**config.mk**
```make
export PLATFORM = sky130hd
export DESIGN_NAME = uart_tx_fifo
export DESIGN_NICKNAME = d
export VERILOG_FILES = /design/src/rtl/uart_pkg.sv /design/src/rtl/sync_fifo.sv /design/src/rtl/uart_tx_fifo.sv
export SDC_FILE = /design/constraint.sdc
export NUM_CORES = 1
export LEC_CHECK = 0
export ABC_AREA = 1
export BUFFER_PORTS_ARGS = -buffer_cell sky130_fd_sc_hd__buf_2
export CORE_MARGIN = 8
export CORE_UTILIZATION = 60
export CTS_CLUSTER_SIZE = 16
export DETAILED_ROUTE_END_ITERATION = 10
export GPL_ROUTABILITY_DRIVEN = 0
export PLACE_DENSITY = 0.81
export SYNTH_ARGS = -nofsm -noshare
export SYNTH_HDL_FRONTEND = slang
export SYNTH_HIERARCHICAL = 1
export SYNTH_SLANG_ARGS = --single-unit
```
**constraint.sdc**
```tcl
create_clock -name clk -period 3 [get_ports clk]
set_input_delay 0.3 -clock clk [delete_from_list [all_inputs] [get_ports clk]]
set_output_delay 0.3 -clock clk [all_outputs]
set_load 0.005 [all_outputs]
```
**src/rtl/uart_pkg.sv**
```systemverilog
// Shared definitions for the UART transmitter: FSM states, ASCII and line-level
// constants, and the divider clamp.
package uart_pkg;

    typedef enum logic [1:0] {
        IDLE  = 2'd0,
        START = 2'd1,
        DATA  = 2'd2,
        STOP  = 2'd3
    } uart_state_t;

    localparam logic [7:0]  CR          = 8'h0D;
    localparam logic [7:0]  LF          = 8'h0A;
    localparam logic        START_LEVEL = 1'b0;
    localparam logic        STOP_LEVEL  = 1'b1;
    localparam logic [31:0] MIN_DIVIDER = 32'd2;

    // Bit time in clocks; values below the minimum are raised to it.
    function automatic logic [31:0] clamp_divider(input logic [31:0] d);
        return (d < MIN_DIVIDER) ? MIN_DIVIDER : d;
    endfunction

endpackage

```
**src/rtl/sync_fifo.sv**
```systemverilog
// Single-clock FIFO with first-word fall-through read data. Pushes while full
// and pops while empty are ignored. Pointers carry one extra wrap bit so that
// full and empty can be told apart.
module sync_fifo #(
    parameter int WIDTH = 8,
    parameter int DEPTH = 16
) (
    input  logic             clk,
    input  logic             reset,
    input  logic             push,
    input  logic [WIDTH-1:0] wdata,
    input  logic             pop,
    output logic [WIDTH-1:0] rdata,
    output logic             full,
    output logic             empty
);

    localparam int AW = $clog2(DEPTH);
    localparam logic [AW:0] PTR_ONE = {{AW{1'b0}}, 1'b1};

    logic [WIDTH-1:0] mem [DEPTH];
    logic [AW:0]      wr_ptr;
    logic [AW:0]      rd_ptr;
    logic             do_push;
    logic             do_pop;

    assign do_push = push && !full;
    assign do_pop  = pop && !empty;
    assign empty   = (wr_ptr == rd_ptr);
    assign full    = (wr_ptr[AW] != rd_ptr[AW]) && (wr_ptr[AW-1:0] == rd_ptr[AW-1:0]);
    assign rdata   = mem[rd_ptr[AW-1:0]];

    // Pointer update; reset empties the queue.
    always_ff @(posedge clk or posedge reset) begin
        if (reset) begin
            wr_ptr <= '0;
            rd_ptr <= '0;
        end else begin
            if (do_push) wr_ptr <= wr_ptr + PTR_ONE;
            if (do_pop)  rd_ptr <= rd_ptr + PTR_ONE;
        end
    end

    // Storage write; contents need no reset since the pointers gate them.
    always_ff @(posedge clk) begin
        if (do_push) mem[wr_ptr[AW-1:0]] <= wdata;
    end

endmodule

```
**src/rtl/uart_tx_fifo.sv**
```systemverilog
// Buffered 8N1 UART transmitter. Bytes are queued in a sync_fifo and sent LSB
// first with one start and one stop bit; frames run back to back while data is
// queued. Bit time is max(cfg_divider, 2) clocks, captured at each start bit.
// ser_tx is registered from the current state, so the line trails the FSM by
// one clock.
// Optional: define UART_TX_CRLF_EN to follow every transmitted CR with an
// inserted LF frame.
module uart_tx_fifo
    import uart_pkg::*;
#(
    parameter int FIFO_DEPTH = 16
) (
    input  logic        clk,
    input  logic        reset,
    input  logic [31:0] cfg_divider,
    input  logic [7:0]  data,
    input  logic        valid,
    output logic        ready,
    output logic        ser_tx,
    output logic        busy
);

    uart_state_t state;
    uart_state_t state_nxt;
    logic        fifo_full;
    logic        fifo_empty;
    logic        fifo_pop;
    logic [7:0]  fifo_rdata;
    logic [7:0]  shreg;
    logic [2:0]  bit_idx;
    logic [31:0] div_q;
    logic [31:0] clk_cnt;
    logic        tick;
`ifdef UART_TX_CRLF_EN
    logic        cr_pend;
    logic        load_lf;
`endif

    sync_fifo #(
        .WIDTH (8),
        .DEPTH (FIFO_DEPTH)
    ) u_fifo (
        .clk   (clk),
        .reset (reset),
        .push  (valid && ready),
        .wdata (data),
        .pop   (fifo_pop),
        .rdata (fifo_rdata),
        .full  (fifo_full),
        .empty (fifo_empty)
    );

    assign ready = !fifo_full && !reset;
    assign busy  = !((state == IDLE) && fifo_empty);
    assign tick  = (state != IDLE) && (clk_cnt == div_q - 32'd1);

    // State register.
    always_ff @(posedge clk or posedge reset) begin
        if (reset) state <= IDLE;
        else       state <= state_nxt;
    end

    // Next state and FIFO pop; a pop always coincides with entering START.
    always_comb begin
        state_nxt = state;
        fifo_pop  = 1'b0;
`ifdef UART_TX_CRLF_EN
        load_lf   = 1'b0;
`endif
        case (state)
            IDLE: begin
                if (!fifo_empty) begin
                    state_nxt = START;
                    fifo_pop  = 1'b1;
                end
            end
            START: if (tick) state_nxt = DATA;
            DATA:  if (tick && bit_idx == 3'd7) state_nxt = STOP;
            STOP: begin
                if (tick) begin
`ifdef UART_TX_CRLF_EN
                    if (cr_pend) begin
                        state_nxt = START;
                        load_lf   = 1'b1;
                    end else if (!fifo_empty) begin
                        state_nxt = START;
                        fifo_pop  = 1'b1;
                    end else begin
                        state_nxt = IDLE;
                    end
`else
                    if (!fifo_empty) begin
                        state_nxt = START;
                        fifo_pop  = 1'b1;
                    end else begin
                        state_nxt = IDLE;
                    end
`endif
                end
            end
            default: state_nxt = IDLE;
        endcase
    end

    // Bit timing, divider capture, shift register and data bit counter.
    always_ff @(posedge clk or posedge reset) begin
        if (reset) begin
            clk_cnt <= '0;
            div_q   <= MIN_DIVIDER;
            shreg   <= '0;
            bit_idx <= '0;
`ifdef UART_TX_CRLF_EN
            cr_pend <= 1'b0;
`endif
        end else begin
            clk_cnt <= (state == IDLE || tick) ? 32'd0 : clk_cnt + 32'd1;
            if (state_nxt == START && state != START)
                div_q <= clamp_divider(cfg_divider);
            if (state == START)
                bit_idx <= 3'd0;
            if (fifo_pop) begin
                shreg <= fifo_rdata;
`ifdef UART_TX_CRLF_EN
                cr_pend <= (fifo_rdata == CR);
`endif
            end
`ifdef UART_TX_CRLF_EN
            if (load_lf) begin
                shreg   <= LF;
                cr_pend <= 1'b0;
            end
`endif
            if (state == DATA && tick) begin
                shreg   <= {1'b0, shreg[7:1]};
                bit_idx <= bit_idx + 3'd1;
            end
        end
    end

    // Registered line driver; reset forces the idle level at once.
    always_ff @(posedge clk or posedge reset) begin
        if (reset) begin
            ser_tx <= STOP_LEVEL;
        end else begin
            case (state)
                START:   ser_tx <= START_LEVEL;
                DATA:    ser_tx <= shreg[0];
                default: ser_tx <= STOP_LEVEL;
            endcase
        end
    end

endmodule

```
==> out/qor.yml <==
status: "complete, no violations"
first_pass_iters: 5
finalCritPeriodShare_pct: 97.6
clk_pin_slew_ns: 0.06
syn_area_mm2: 0.0117
cts_max_level: 1
grt_pass1_vias: 9722
synth-compound-area-share_pct: 4.62
vias: 10073
hold_viol: 0
ios: 46
tightest_slew_ns: 0.650
num_rows: 51
clockBufferDepth: 3
core_area_mm2: 0.0193
end_kind: "flip-flop"
ys_seq_elements: 216
cap_violations: 0
drive_gt1_share_pct: 14.9
grt_max_degree: 66
place_area_mm2: 0.0124
post-dp-hpwl_um: 20400
p_total_uw: 12100
wl_per_cell_um: 16.0
grt_pass1_wl_um: 47200
power_density_mw_per_mm2: 884
clock_skew_ns: 0.0143
layout.nets: 1613
fin_area_mm2: 0.0137
synth_seq_area_share_pct: 51.6
yosys.area_share.adder_pct: 1.49
report.final.slew_viol_count: 0
tns_ns: 0
syn_area_per_cell_um2: 8.08
wirelength_um: 29400
relSlewSlack_pct: 56.7
antenna_left: 0
crit_fanout: 8
worstSetupPathType: "flip-flop to flip-flop"
dieWidth_um: 156
cts.sinks: 216
p_leak_uw: 0.00614
place_ws_ns: 0.0494
syn-num-nets: 1509
grt_usage_pct: 23.9
antenna_found_initial: 0
syn2layout_area_growth_pct: 17.1
final-setup-viol-count: 0
ys_warn_count: 6
fin_crit_ns: 2.93
start_util_pct: 60.7
required_ns: 3.41
die_h_um: 156
cts-root-buf: "clkbuf_16"
cts_tree: "done"
clock_latency_ns: 0.53
dieArea_mm2: 0.0243
vdd_drop_max_mv: 0.586
drc: 0
crit_arrival_ns: 3.34
port_buffers: 45
synthSimpleGateAreaFrac_pct: 32.9
synth-async-reset-ratio_pct: 40.7
cts_inserted_buffers: 24
first_iter_violations: 653
synthMuxAreaShare_pct: 0
syn-instance-count: 1452
overflow: 0
max_freq_mhz: 342
antennaDiodeCount: 0
ys_types: 45
rsz0062_at_grt: "yes"
routed_via_density: 5.48
synth_top_family_by_area: "simple AND/OR/NAND/NOR gates"
synth-edff-count: 128
hold_class: "input port to flip-flop"
synthFlopType: "edfxtp_1"
synthXorXnorAreaFrac_pct: 3.14
crit_path_start_kind: "flip-flop"
finalWorstSetupSlack_ns: 0.0722
-- final cells by class --
cell class | instances | area, um^2
fill | 1436 | 5600
tap | 265 | 332
timing repair buffer | 116 | 896
clock inverter | 17 | 194
clock buffer | 27 | 612
multi-input combinational | 1063 | 5150
sequential | 216 | 6050
inverter | 135 | 508
-- flip-flops by register name, summed over array words and instances, names as in the netlist --
| name | flops |
|---|---|
| clk_cnt | 32 |
| shreg | 8 |
| u_fifo/wr_ptr | 5 |
| div_q | 32 |
| state | 2 |
| u_fifo/rd_ptr | 5 |
| ser_tx | 1 |
| bit_idx | 3 |
| u_fifo/mem | 128 |
-- cell usage after synthesis (8+ instances only) --
cell type,count,share of area (%)
xor2_1,26,1.9
buf_2,11,0.47
nand4_1,17,0.91
o21ai_0,58,2.5
o21ai_1,14,0.60
nor4_1,10,0.53
clkbuf_1,12,0.38
nor3_1,16,0.68
inv_2,8,0.26
inv_1,123,3.9
nor2_2,12,0.64
nand2_2,12,0.64
nand2_1,475,15
ha_1,14,1.5
a31oi_1,8,0.43
edfxtp_1,128,33
xnor2_1,16,1.2
nor2_1,243,7.8
nand3_1,88,3.8
dfrtp_1,86,18
a21oi_1,11,0.47
-- cells in the final DEF (no fill, tap or decap), drive strengths merged, types with 14 or more instances in the layout --
| cell type | netlist | routed |
|---|---|---|
| buf | 27 | 96 |
| clkbuf | 12 | 29 |
| clkinv | 4 | 16 |
| dfrtp | 86 | 86 |
| dlygate4sd3 | 0 | 18 |
| edfxtp | 128 | 128 |
| ha | 14 | 14 |
| inv | 131 | 131 |
| nand2 | 489 | 489 |
| nand3 | 93 | 93 |
| nand4 | 18 | 18 |
| nor2 | 262 | 263 |
| nor3 | 16 | 16 |
| o21ai | 74 | 74 |
| xnor2 | 16 | 16 |
| xor2 | 26 | 26 |
-- per-stage QoR --
| step | instances | util, % | hold slack, ns |
|---|---|---|---|
| floorplan | 1452 | - | 0.140 |
| CTS | 1829 | 69.4 | 0.00122 |
| global route | 1839 | 71.1 | 0.00582 |
| detailed placement | 1767 | 64.3 | 0.390 |
| global placement | 1767 | 64.3 | 0.395 |
| finish | 1839 | 71.1 | 0.00953 |
-- what timing repair did --
item                                    CTS  global route
hold endpoints to repair                 48             0
resized for setup                         0            60
endpoints found under the setup margin    0            48
setup buffers                             0             6
hold buffers                             18             0
-- critical path: stages, from the launching register on --
cell and delay (ns):
dfrtp_1 0.42, nor2_2 0.14, nand2_2 0.13, buf_4 0.19, nor2_4 0.13, buf_4 0.15
nand3b_1 0.09, nand2_2 0.11, nand2_1 0.06, nor2_1 0.10, nand2_1 0.06, nor2_1 0.16
nand4_1 0.16, nand2_1 0.09, nand2_1 0.05, nand3_1 0.09, nand2_1 0.07, o21ai_2 0.09
nor2_4 0.07, buf_12 0.14, clkbuf_16 0.16, nand2_2 0.08, nand2_1 0.05
-- power breakdown --
part | total (uW) | leakage [uW] | internal, uW | switching [uW]
Combinational | 5150 | 0.00347 | 1800 | 3360
Sequential | 4030 | 0.00228 | 3590 | 445
Clock | 2950 | 0.000387 | 1740 | 1210
Total | 12100 | 0.00614 | 7130 | 5010
-- cells by family (layout without fill, tap and decap cells) --
logic type      after synthesis  after routing
compound gates              100            100
simple gates                906            907
flops                       216            216
xor+xnor                     42             42
fa+ha+maj                    14             14
buf+inv                     174            295
-- final timing paths --
path | from | end | slack [ns] | depth (start not counted)
hold / removal | cfg_divider[21] | div_q[21]$_DFFE_PP0P_ | 0.01 | 3
setup reg to reg | div_q[2]$_DFFE_PP0P_ | div_q[5]$_DFFE_PP0P_ | 0.07 | 22
hold reg to reg | div_q[1]$_DFFE_PP1P_ | div_q[1]$_DFFE_PP1P_ | 0.49 | 2
setup / recovery | div_q[2]$_DFFE_PP0P_ | div_q[5]$_DFFE_PP0P_ | 0.07 | 22
min in group asynchronous | reset | u_fifo/rd_ptr[2]$_DFFE_PP0P_ | 0.40 | 3
max in group asynchronous | reset | div_q[1]$_DFFE_PP1P_ | 1.82 | 4
-- layer usage --
metal  part of all wire [%]  global-route usage (%)  up-vias
li1                       -                       -     4881
met1                     40                    29.6     4716
met2                     49                    41.0      370
met3                    5.9                    3.07      106
met4                    5.2                    11.3        0
met5                      0                       0        -
Power figures use the tool's default switching activity.
